**config.mk**
```make
export PLATFORM = sky130hd
export DESIGN_NAME = alu_cmd_queue
export DESIGN_NICKNAME = d
export VERILOG_FILES = /design/src/rtl/alu_cmd_queue.sv
export SDC_FILE = /design/constraint.sdc
export NUM_CORES = 1
export LEC_CHECK = 0
export CAP_MARGIN = 25
export CORE_ASPECT_RATIO = 0.9
export CORE_MARGIN = 2
export CORE_UTILIZATION = 40
export DETAILED_ROUTE_END_ITERATION = 7
export HOLD_SLACK_MARGIN = 0.06
export MAX_ROUTING_LAYER = met4
export PLACE_DENSITY = 0.66
export SETUP_SLACK_MARGIN = 0.5
export SYNTH_ARGS = -nofsm -noshare
export SYNTH_HDL_FRONTEND = slang
export SYNTH_SLANG_ARGS = --single-unit
```
**constraint.sdc**
```tcl
create_clock -name clk -period 1.8 [get_ports clk]
set_input_delay 0.36 -clock clk [delete_from_list [all_inputs] [get_ports clk]]
set_output_delay 0.36 -clock clk [all_outputs]
set_load 0.1 [all_outputs]
```
**src/rtl/alu_cmd_queue.sv**
```systemverilog
// Command queue in front of an 8-bit ALU: FIFO of {op, a, b}, illegal op 3'b111 dropped and counted.
// Optional same-cycle bypass from an empty queue when ALU_CMD_QUEUE_BYPASS_EN is defined.
module alu_cmd_queue #(
    parameter int DEPTH = 4
) (
    input  logic                     clk,
    input  logic                     rst_n,
    input  logic                     in_valid,
    output logic                     in_ready,
    input  logic [2:0]               in_op,
    input  logic [7:0]               in_a,
    input  logic [7:0]               in_b,
    output logic                     out_valid,
    input  logic                     out_ready,
    output logic [2:0]               out_op,
    output logic [7:0]               out_a,
    output logic [7:0]               out_b,
    output logic [$clog2(DEPTH):0]   count,
    output logic                     illegal_op,
    output logic [7:0]               drop_cnt
);
    localparam int PW = $clog2(DEPTH);
    localparam int CW = PW + 1;
    localparam logic [CW-1:0] DEPTH_C = CW'(DEPTH);
    localparam logic [2:0] OP_ILLEGAL = 3'b111;

    typedef enum logic [1:0] {EMPTY, PARTIAL, FULL} state_e;

    state_e          state_q;
    logic [2:0]      op_q [DEPTH];
    logic [7:0]      a_q  [DEPTH];
    logic [7:0]      b_q  [DEPTH];
    logic [PW-1:0]   wr_ptr_q, rd_ptr_q;
    logic [CW-1:0]   count_q, count_d;
    logic            illegal_q;
    logic [7:0]      drop_q;

    logic accept, legal, drop, push, pop, head_valid;

    assign in_ready   = (state_q != FULL);
    assign head_valid = (state_q != EMPTY);
    assign accept     = in_valid && in_ready;
    assign legal      = (in_op != OP_ILLEGAL);
    assign drop       = accept && !legal;
    assign pop        = head_valid && out_ready;

`ifdef ALU_CMD_QUEUE_BYPASS_EN
    logic bypass;
    // An empty queue forwards a legal command straight through; it is stored only if the ALU stalls.
    assign bypass    = (state_q == EMPTY) && in_valid && legal;
    assign out_valid = head_valid || bypass;
    assign out_op    = bypass ? in_op : op_q[rd_ptr_q];
    assign out_a     = bypass ? in_a  : a_q[rd_ptr_q];
    assign out_b     = bypass ? in_b  : b_q[rd_ptr_q];
    assign push      = accept && legal && !(bypass && out_ready);
`else
    assign out_valid = head_valid;
    assign out_op    = op_q[rd_ptr_q];
    assign out_a     = a_q[rd_ptr_q];
    assign out_b     = b_q[rd_ptr_q];
    assign push      = accept && legal;
`endif

    assign count      = count_q;
    assign illegal_op = illegal_q;
    assign drop_cnt   = drop_q;

    always_comb begin
        count_d = count_q;
        if (push && !pop)
            count_d = count_q + CW'(1);
        else if (pop && !push)
            count_d = count_q - CW'(1);
    end

    always_ff @(posedge clk or negedge rst_n) begin
        if (!rst_n) begin
            state_q   <= EMPTY;
            wr_ptr_q  <= '0;
            rd_ptr_q  <= '0;
            count_q   <= '0;
            illegal_q <= 1'b0;
            drop_q    <= '0;
            for (int i = 0; i < DEPTH; i++) begin
                op_q[i] <= '0;
                a_q[i]  <= '0;
                b_q[i]  <= '0;
            end
        end else begin
            count_q   <= count_d;
            illegal_q <= drop;
            if (drop && drop_q != 8'hFF)
                drop_q <= drop_q + 8'd1;
            if (push) begin
                op_q[wr_ptr_q] <= in_op;
                a_q[wr_ptr_q]  <= in_a;
                b_q[wr_ptr_q]  <= in_b;
                wr_ptr_q       <= wr_ptr_q + PW'(1);
            end
            if (pop)
                rd_ptr_q <= rd_ptr_q + PW'(1);
            // FULL never pushes, EMPTY never pops from storage.
            case (state_q)
                EMPTY:   if (push) state_q <= PARTIAL;
                PARTIAL: begin
                    if (push && !pop && count_q == DEPTH_C - CW'(1))
                        state_q <= FULL;
                    else if (pop && !push && count_q == CW'(1))
                        state_q <= EMPTY;
                end
                FULL:    if (pop) state_q <= PARTIAL;
                default: state_q <= EMPTY;
            endcase
        end
    end
endmodule

```
==> results.yml, run 1 <==
worst_setup_path:
  cp-end-kind: "primary output"
  crit_arrival_ns: 1.70
  crit_top_cell: "buf_12"
  cpMaxStageDelayCell: "mux4_2"
  ff2ff_setup_slack_ns: 0.04
  r2r-end: "op_q[0]$_DFFE_PN0P_"
  required_ns: 1.44
  path_cells: "buf_12, mux4_2, buf_12"
  setup.worst_path.end: "out_op[0]"
  path_max_fanout: 12
  r2r_start: "state_q[1]$_DFFE_PN0P_"
  worst_setup_path_start_kind: "register"
  worstSetupPathType: "reg2out"
  r2r_cells: 6
  crit_path_max_incr_delay_ns: 0.57
  startpoint: "rd_ptr_q[0]$_DFFE_PN0P_"
flow_run:
  maxCapViolations: 0
grt:
  top_usage_layer: "met2"
  grt_max_degree: 49
  grtUsageMet1: 0.280
  grtUsageMet3: 0.0563
  grt_usage: 0.211
  grt_pass1_vias: 3199
  grt_pass1_wl_um: 18700
  overflow: 0
  use_met2: 0.330
  grt_antenna_before_repair: 0
layout:
  final_cell_mix: "81 x dfrtp_1, 79 x mux2_4, 45 x buf_12"
  fin_nets: 437
  antennaDiodeCount: 0
  final_common_cell: "dfrtp_1"
  multi_input_area_sq_um: 2630
  drive_above_1_share: 0.640
  utilization: 0.646
  seq_area_sq_um: 2390
  syn2layout_area_growth_pct: 56.2
  fillers: 762
place:
  port_buffers: 55
  globalplace.congestion: 0.735
  place_hpwl_um: 5660
synth:
  syn_nets: 314
  synth-edff-count: 0
  synthCells: 280
  synth_cell_types: 32
  seq_area_frac_synth: 0.520
  async_flop_share: 1.00
  synth_ff_type: "dfrtp_1"
  avgSynthCellArea_sq_um: 16.2
  netlist_area_sq_um: 4530
  yosys_warnings: 0
  ys_ff_latch: 94
  yosysTopAreaCellShare: 0.520
  synth.area.top_cells: "dfrtp_1 52%, mux2_4 13%, mux2_2 9.7%"
  yosys.area.top_type: "dfrtp_1"
sta:
  setup_slack_ns: -0.256
  skew_ns: 0.00561
  tightest_slew_ns: 0.451
  period_minus_slack_ns: 2.06
  tns_ns: -4.35
  drv_slew: 0
  relSlewSlack: 0.699
  setup_viol: 19
  fmax_mhz: 486
  hold_viol_final: 0
  min_period_over_period: 1.14
  rsz0062_at_grt: "true"
die:
  num_rows: 36
  dieArea_sq_um: 12200
  die_w_um: 116
  die_h_um: 105
  ios: 56
  core_area_sq_um: 10900
  start_util: 0.414
route:
  vias_per_cell: 5.14
  vias: 2880
  wl_per_cell_um: 20.3
  wl_um: 11400
  drtAntennaViolNets: 0
  dr.pass1.iters: 4
  drc: 0
  drt_iter0_drc: 152
clocking:
  root_buffer: "clkbuf_16"
  cts_buffers: 9
  cts_buffer_depth: 2
  cts_tree: "yes"
  clk_pin_slew_ns: 0.06
  cts.sinks: 94
  clk_latency_ns: 0.34
  htree_levels: 3
worst_hold_path:
  min_path_type: "in2async"
status:
  violations: "setup timing"
  status: "complete, but fails checks"
-- synth_stat cells (2+ instances only) --
| master | number |
|---|---|
| o22ai_1 | 2 |
| o21ai_0 | 3 |
| buf_12 | 5 |
| nor3_1 | 2 |
| a21oi_1 | 2 |
| mux4_2 | 19 |
| inv_1 | 10 |
| ha_1 | 11 |
| xor2_1 | 2 |
| mux2_4 | 40 |
| and3_1 | 3 |
| nand3_1 | 6 |
| nor2_1 | 2 |
| mux2_2 | 39 |
| nand2_8 | 4 |
| xnor2_1 | 6 |
| mux2i_1 | 2 |
| nand2_1 | 12 |
| nor3b_1 | 2 |
| dfrtp_1 | 94 |
| buf_2 | 2 |
| clkbuf_1 | 2 |
-- state kept, by name, indices dropped and copies added (netlist names) --
register,cells
count,3
wr_ptr_q,2
state_q,2
b_q,32
rd_ptr_q,2
op_q,12
illegal_op,1
drop_cnt,8
a_q,32
-- how the worst min path moves through the flow --
stage           from                   to  slack, ns  cells after the start
6_report       rst_n  a_q[26]$_DFFE_PN0P_       0.37                      2
4_1_cts        rst_n  a_q[26]$_DFFE_PN0P_       0.36                      2
3_3_place_gp   rst_n  a_q[26]$_DFFE_PN0P_       0.17                      1
5_1_grt        rst_n  a_q[26]$_DFFE_PN0P_       0.37                      2
2_1_floorplan  rst_n   a_q[0]$_DFFE_PN0P_       0.06                      0
3_5_place_dp   rst_n  a_q[26]$_DFFE_PN0P_       0.17                      1
-- layout make-up --
class / count / area share
timing repair buffer: 107 / 0.208
sequential: 94 / 0.338
tap: 152 / 0.0269
multi-input combinational: 180 / 0.372
clock inverter: 3 / 0.00920
clock buffer: 13 / 0.0382
inverter: 11 / 0.00796
-- per-stage QoR --
stage	cell area (sq um)	setup slack, ns	hold WS (ns)	cells
finish	7070	-0.256	0.366	560
global placement	5790	-0.268	0.170	499
CTS	6990	-0.317	0.359	556
global route	7070	-0.311	0.365	560
detailed placement	5790	-0.282	0.168	499
floorplan	4640	0.00486	0.0644	280
-- metal layers --
| metal | vias to the layer above | wire, um |
|---|---|---|
| li1 | 1298 | - |
| met1 | 1517 | 4980 |
| met2 | 57 | 5890 |
| met3 | 8 | 400 |
| met4 | 0 | 102 |
| met5 | - | 0 |
-- repair_timing --
item,4_1_cts,5_1_grt
endpoints found under the hold margin,94,0
setup buffers,26,4
hold buffers,1,0
gates resized for setup,95,6
gates cloned,14,0
pin swaps,30,9
setup endpoints to repair,123,124
-- cells by family after synthesis --
kind of cell / synth area share
AOI/OAI and AO/OA: 0.0119
xor gates and xnor gates: 0.0155
adders and majority gates: 0.0304
buffers and inverters: 0.0354
DFF: 0.520
muxes: 0.329
and+or+nand+nor: 0.0586
-- critical path, delay by kind of cell, from the launching register on --
family	cells	cell delay [ns]
flops	1	0.41
buf+inv	2	0.38
mux	1	0.57
Power of run 1 is not shown: default switching activity piles up to over one toggle a cycle in this logic, so the estimate is an artifact.
==> run 2: changes to the inputs <==
--- a/config.mk
+++ b/config.mk
@@ -8,11 +8,11 @@
 export CAP_MARGIN = 25
 export CORE_ASPECT_RATIO = 0.9
 export CORE_MARGIN = 2
-export CORE_UTILIZATION = 40
+export CORE_UTILIZATION = 50
 export DETAILED_ROUTE_END_ITERATION = 7
 export HOLD_SLACK_MARGIN = 0.06
 export MAX_ROUTING_LAYER = met4
-export PLACE_DENSITY = 0.66
+export PLACE_DENSITY = 0.79
 export SETUP_SLACK_MARGIN = 0.5
 export SYNTH_ARGS = -nofsm -noshare
 export SYNTH_HDL_FRONTEND = slang
==> run 2 against run 1 <==
Net effect: the run still ends with setup timing left; critical path depth rose by 1; global-route usage rose by 7.1 points; non-clock buffer count rose by 5; wire length rose by 18%; worst hold slack improved by 0.080 ns; setup slack got worse by 0.099 ns; core utilization rose by 16 points; sequential share of layout area rose by 0.33 points; clock-buffer cell count fell by 3; largest cell class unchanged.
==> results.yml, run 2 (synthesized netlist as in run 1, its figures left out) <==
layout:
  fillers: 425
  reg.largest.list: "a_q: 32 flops, b_q: 32 flops, op_q: 12 flops"
  antennaDiodeCount: 0
  final_cell_mix: "81 x dfrtp_1, 79 x mux2_4, 42 x buf_12"
  syn2layout_area_growth_pct: 54.7
  seq_area_sq_um: 2390
  fin_nets: 443
  final_common_cell: "dfrtp_1"
  layoutNonFillerInstCount: 533
  multi_input_area_sq_um: 2730
  drive_above_1_share: 0.669
sta:
  drv_slew: 0
  fmax_mhz: 464
  tightest_slew_ns: 0.427
  whs_ns: 0.446
  period_minus_slack_ns: 2.15
  rsz0062_at_grt: "true"
  setup_slack_ns: -0.355
  min_period_over_period: 1.20
  setup_viol: 19
  skew_ns: 0.0140
  relSlewSlack: 0.715
  hold_viol_final: 0
grt:
  grt_pass1_wl_um: 19900
  overflow: 0
  grt_antenna_before_repair: 0
  grt_usage: 0.282
  grt_max_degree: 43
  grt_pass1_vias: 3430
route:
  wl_um: 13400
  wl_per_cell_um: 25.1
  vias: 3061
  drtAntennaViolNets: 0
  drt_iter0_drc: 155
  dr.pass1.iters: 4
  vias_per_cell: 5.74
  drc: 0
worst_setup_path:
  startpoint: "rd_ptr_q[0]$_DFFE_PN0P_"
  worstSetupPathType: "reg2out"
  crit_arrival_ns: 1.79
  cp-end-kind: "primary output"
  r2r-end: "state_q[0]$_DFFE_PN0P_"
  r2r_cells: 8
  path_max_fanout: 8
  ff2ff_setup_slack_ns: 0.06
  r2r_start: "state_q[0]$_DFFE_PN0P_"
  setup.worst_path.end: "out_b[5]"
  worst_setup_path_start_kind: "register"
  required_ns: 1.44
place:
  place_hpwl_um: 5770
  globalplace.congestion: 0.722
  port_buffers: 55
  dp_slack_ns: -0.329
  placed_cells: 464
status:
  status: "complete, but fails checks"
  violations: "setup timing"
clocking:
  cts.sinks: 94
  root_buffer: "clkbuf_8"
  clk_latency_ns: 0.38
  cts_tree: "yes"
  clk_pin_slew_ns: 0.10
  cts_buffer_depth: 2
  cts_buffers: 9
  htree_levels: 3
die:
  start_util: 0.521
  num_rows: 32
  ios: 56
  die_h_um: 94.3
  core_area_sq_um: 8690
  die_w_um: 104
  dieArea_sq_um: 9830
flow_run:
  maxCapViolations: 0
worst_hold_path:
  min_path_type: "in2async"
## run 2: changes by cell type in the layout (fill, tap and decap cells not counted), sizes merged
cell and change:
inv +2, bufinv -2, buf +5, clkbuf -3
clkinvlp +2, and3 +1, clkinv +1
## run 2: critical path, cell delays in order (launching register included)
cell and delay (ns):
dfrtp_2 0.39, buf_4 0.13, buf_12 0.13, mux4_2 0.56, buf_12 0.20
## run 2: how the worst min path moves through the flow
stage | startpoint | cells past startpoint | end
finish | rst_n | 2 | a_q[19]$_DFFE_PN0P_
global route | rst_n | 2 | a_q[27]$_DFFE_PN0P_
CTS | rst_n | 2 | a_q[27]$_DFFE_PN0P_
detailed placement | rst_n | 1 | a_q[27]$_DFFE_PN0P_
global placement | rst_n | 1 | a_q[27]$_DFFE_PN0P_
floorplan | rst_n | 0 | a_q[0]$_DFFE_PN0P_
## run 2: cell type report
cell class | instances | share of cell area
repair buffers | 112 | 0.215
flip-flops and latches | 94 | 0.341
well taps | 119 | 0.0213
multi-input cells | 181 | 0.390
inverters | 11 | 0.00804
clock buffers | 10 | 0.0182
clock inverters | 6 | 0.00661
## run 2: timing repair
item / CTS / global route
endpoints found under the setup margin: 124 / 125
pin swaps: 26 / 8
setup buffers: 29 / 7
cloned: 16 / 0
hold buffers: 1 / 0
hold endpoints to repair: 26 / 0
resized for setup: 107 / 17
## run 2: per-stage QoR
step	util	setup TNS, ns	instance area, sq um
2_1_floorplan	-	0	4640
6_report	0.806	-6.05	7000
4_1_cts	0.790	-5.27	6860
3_3_place_gp	0.660	-22.35	5730
5_1_grt	0.806	-6.89	7000
3_5_place_dp	0.660	-25.10	5730
## run 2: metal layers
metal | GRT usage | share of wire
met1 | 0.359 | 0.41
met2 | 0.459 | 0.52
met3 | 0.0499 | 0.047
met4 | 0.109 | 0.025
met5 | - | 0
Power of run 2 is left out for the same reason.
==> run 3: changes to the inputs <==
--- a/config.mk
+++ b/config.mk
@@ -8,11 +8,11 @@
 export CAP_MARGIN = 25
 export CORE_ASPECT_RATIO = 0.9
 export CORE_MARGIN = 2
-export CORE_UTILIZATION = 50
+export CORE_UTILIZATION = 56
 export DETAILED_ROUTE_END_ITERATION = 7
 export HOLD_SLACK_MARGIN = 0.06
 export MAX_ROUTING_LAYER = met4
-export PLACE_DENSITY = 0.79
+export PLACE_DENSITY = 0.83
 export SETUP_SLACK_MARGIN = 0.5
 export SYNTH_ARGS = -nofsm -noshare
 export SYNTH_HDL_FRONTEND = slang
==> constraint.sdc (replaced) <==
create_clock -name clk -period 2.1 [get_ports clk]
set_input_delay 0.42 -clock clk [delete_from_list [all_inputs] [get_ports clk]]
set_output_delay 0.42 -clock clk [all_outputs]
set_load 0.1 [all_outputs]
==> run 3 against run 2 <==
Net effect: the flow still finishes with violations (setup timing); clock-buffer cell count is 1 higher; die area is 10% lower; setup slack better by 0.23 ns; clock skew is 0.0017 ns lower.
==> results.yml, run 3 (synthesized netlist as in run 1, its figures left out) <==
place:
  place_hpwl_um: 5700
  port_buffers: 55
  globalplace.congestion: 0.729
  dp_slack_ns: -0.0558
clocking:
  cts_tree: "yes"
  htree_levels: 3
  cts_buffer_depth: 2
  root_buffer: "clkbuf_8"
  cts.sinks: 94
  clk_latency_ns: 0.37
  cts_buffers: 9
  clk_pin_slew_ns: 0.10
grt:
  grt_usage: 0.258
  overflow: 0
  grt_pass1_wl_um: 16400
  grt_antenna_before_repair: 0
  grt_max_degree: 49
  grt_pass1_vias: 2957
sta:
  relSlewSlack: 0.707
  period_minus_slack_ns: 2.22
  min_period_over_period: 1.06
  hold_viol_final: 0
  setup_slack_ns: -0.120
  skew_ns: 0.0123
  fmax_mhz: 450
  rsz0062_at_grt: "true"
  drv_slew: 0
  tightest_slew_ns: 0.440
  setup_viol: 19
route:
  drc: 0
  vias_per_cell: 5.99
  vias: 2949
  wl_um: 12200
  drtAntennaViolNets: 0
  dr.pass1.iters: 4
  drt_iter0_drc: 127
  wl_per_cell_um: 24.7
layout:
  final_common_cell: "dfrtp_1"
  drive_above_1_share: 0.608
  antennaDiodeCount: 0
  reg.largest.list: "a_q: 32 flops, b_q: 32 flops, op_q: 12 flops"
  fin_nets: 422
  final_cell_mix: "81 x dfrtp_1, 73 x mux2_4, 31 x buf_4"
  syn2layout_area_growth_pct: 42.8
  utilization: 0.813
  fillers: 373
die:
  die_h_um: 89.3
  die_w_um: 98.8
  ios: 56
  dieArea_sq_um: 8820
  start_util: 0.569
  num_rows: 31
  core_area_sq_um: 7950
flow_run:
  maxCapViolations: 0
worst_setup_path:
  ff2ff_setup_slack_ns: 0.39
  r2r_start: "state_q[1]$_DFFE_PN0P_"
  r2r_cells: 8
  worstSetupPathType: "reg2out"
  required_ns: 1.68
  crit_arrival_ns: 1.80
  cp-end-kind: "primary output"
  worst_setup_path_start_kind: "register"
  r2r-end: "count[2]$_DFFE_PN0P_"
  path_max_fanout: 8
status:
  status: "complete, but fails checks"
  violations: "setup timing"
worst_hold_path:
  min_path_type: "in2async"
## run 3: changes by cell type in the layout (fill, tap and decap cells not counted), sizes merged
cell      change
clkinvlp      -1
inv           -1
buf          -19
clkbuf        +1
bufinv        +1
and3          -1
nand2         -1
## run 3: through the flow
step	instances	cell area (sq um)	TNS (ns)	hold WS (ns)
floorplan	280	4620	0	0.124
global placement	441	5510	-0.00279	0.367
detailed placement	441	5510	-0.0670	0.372
CTS	477	6070	-1.10	0.507
global route	492	6470	-2.64	0.533
finish	492	6470	-1.79	0.511
## run 3: cell type report
class | instances | area, sq um | area share
well taps | 99 | 124 | 0.0192
flip-flops and latches | 94 | 2380 | 0.369
repair buffers | 93 | 1150 | 0.179
clock buffers | 11 | 141 | 0.0219
clock inverters | 5 | 56.3 | 0.00871
inverters | 11 | 56.3 | 0.00871
multi-input cells | 179 | 2550 | 0.394
## run 3: how the worst max path moves through the flow
stage	start	endpoint	slack, ns	depth (start not counted)
2_1_floorplan	rd_ptr_q[0]$_DFFE_PN0P_	out_a[0]	0.30	2
3_3_place_gp	in_op[1]	drop_cnt[6]$_DFFE_PN0P_	-0.003	6
3_5_place_dp	in_op[1]	count[2]$_DFFE_PN0P_	-0.06	8
4_1_cts	rd_ptr_q[0]$_DFFE_PN0P_	out_op[1]	-0.07	4
5_1_grt	rd_ptr_q[0]$_DFFE_PN0P_	out_a[4]	-0.16	4
6_report	rd_ptr_q[0]$_DFFE_PN0P_	out_a[4]	-0.12	4
## run 3: worst max-delay path: stages, from the launching register on
cell and delay (ns):
dfrtp_2 0.42, buf_6 0.13, buf_16 0.14, mux4_2 0.55, buf_12 0.19
## run 3: metal layers
layer / up-vias / wire [um] / GRT usage
met3: 27 / 720 / 0.0485
met5: - / 0 / -
met4: 0 / 300 / 0.0872
met1: 1548 / 4790 / 0.331
met2: 120 / 6360 / 0.423
li1: 1254 / - / -
## run 3: what timing repair did
item,CTS,global route
setup buffers,10,10
resized for setup,46,42
endpoints found under the setup margin,104,104
pin swaps,10,13
cloned,9,5
endpoints found under the hold margin,27,0
hold buffers,1,0
Power of run 3 is left out for the same reason.
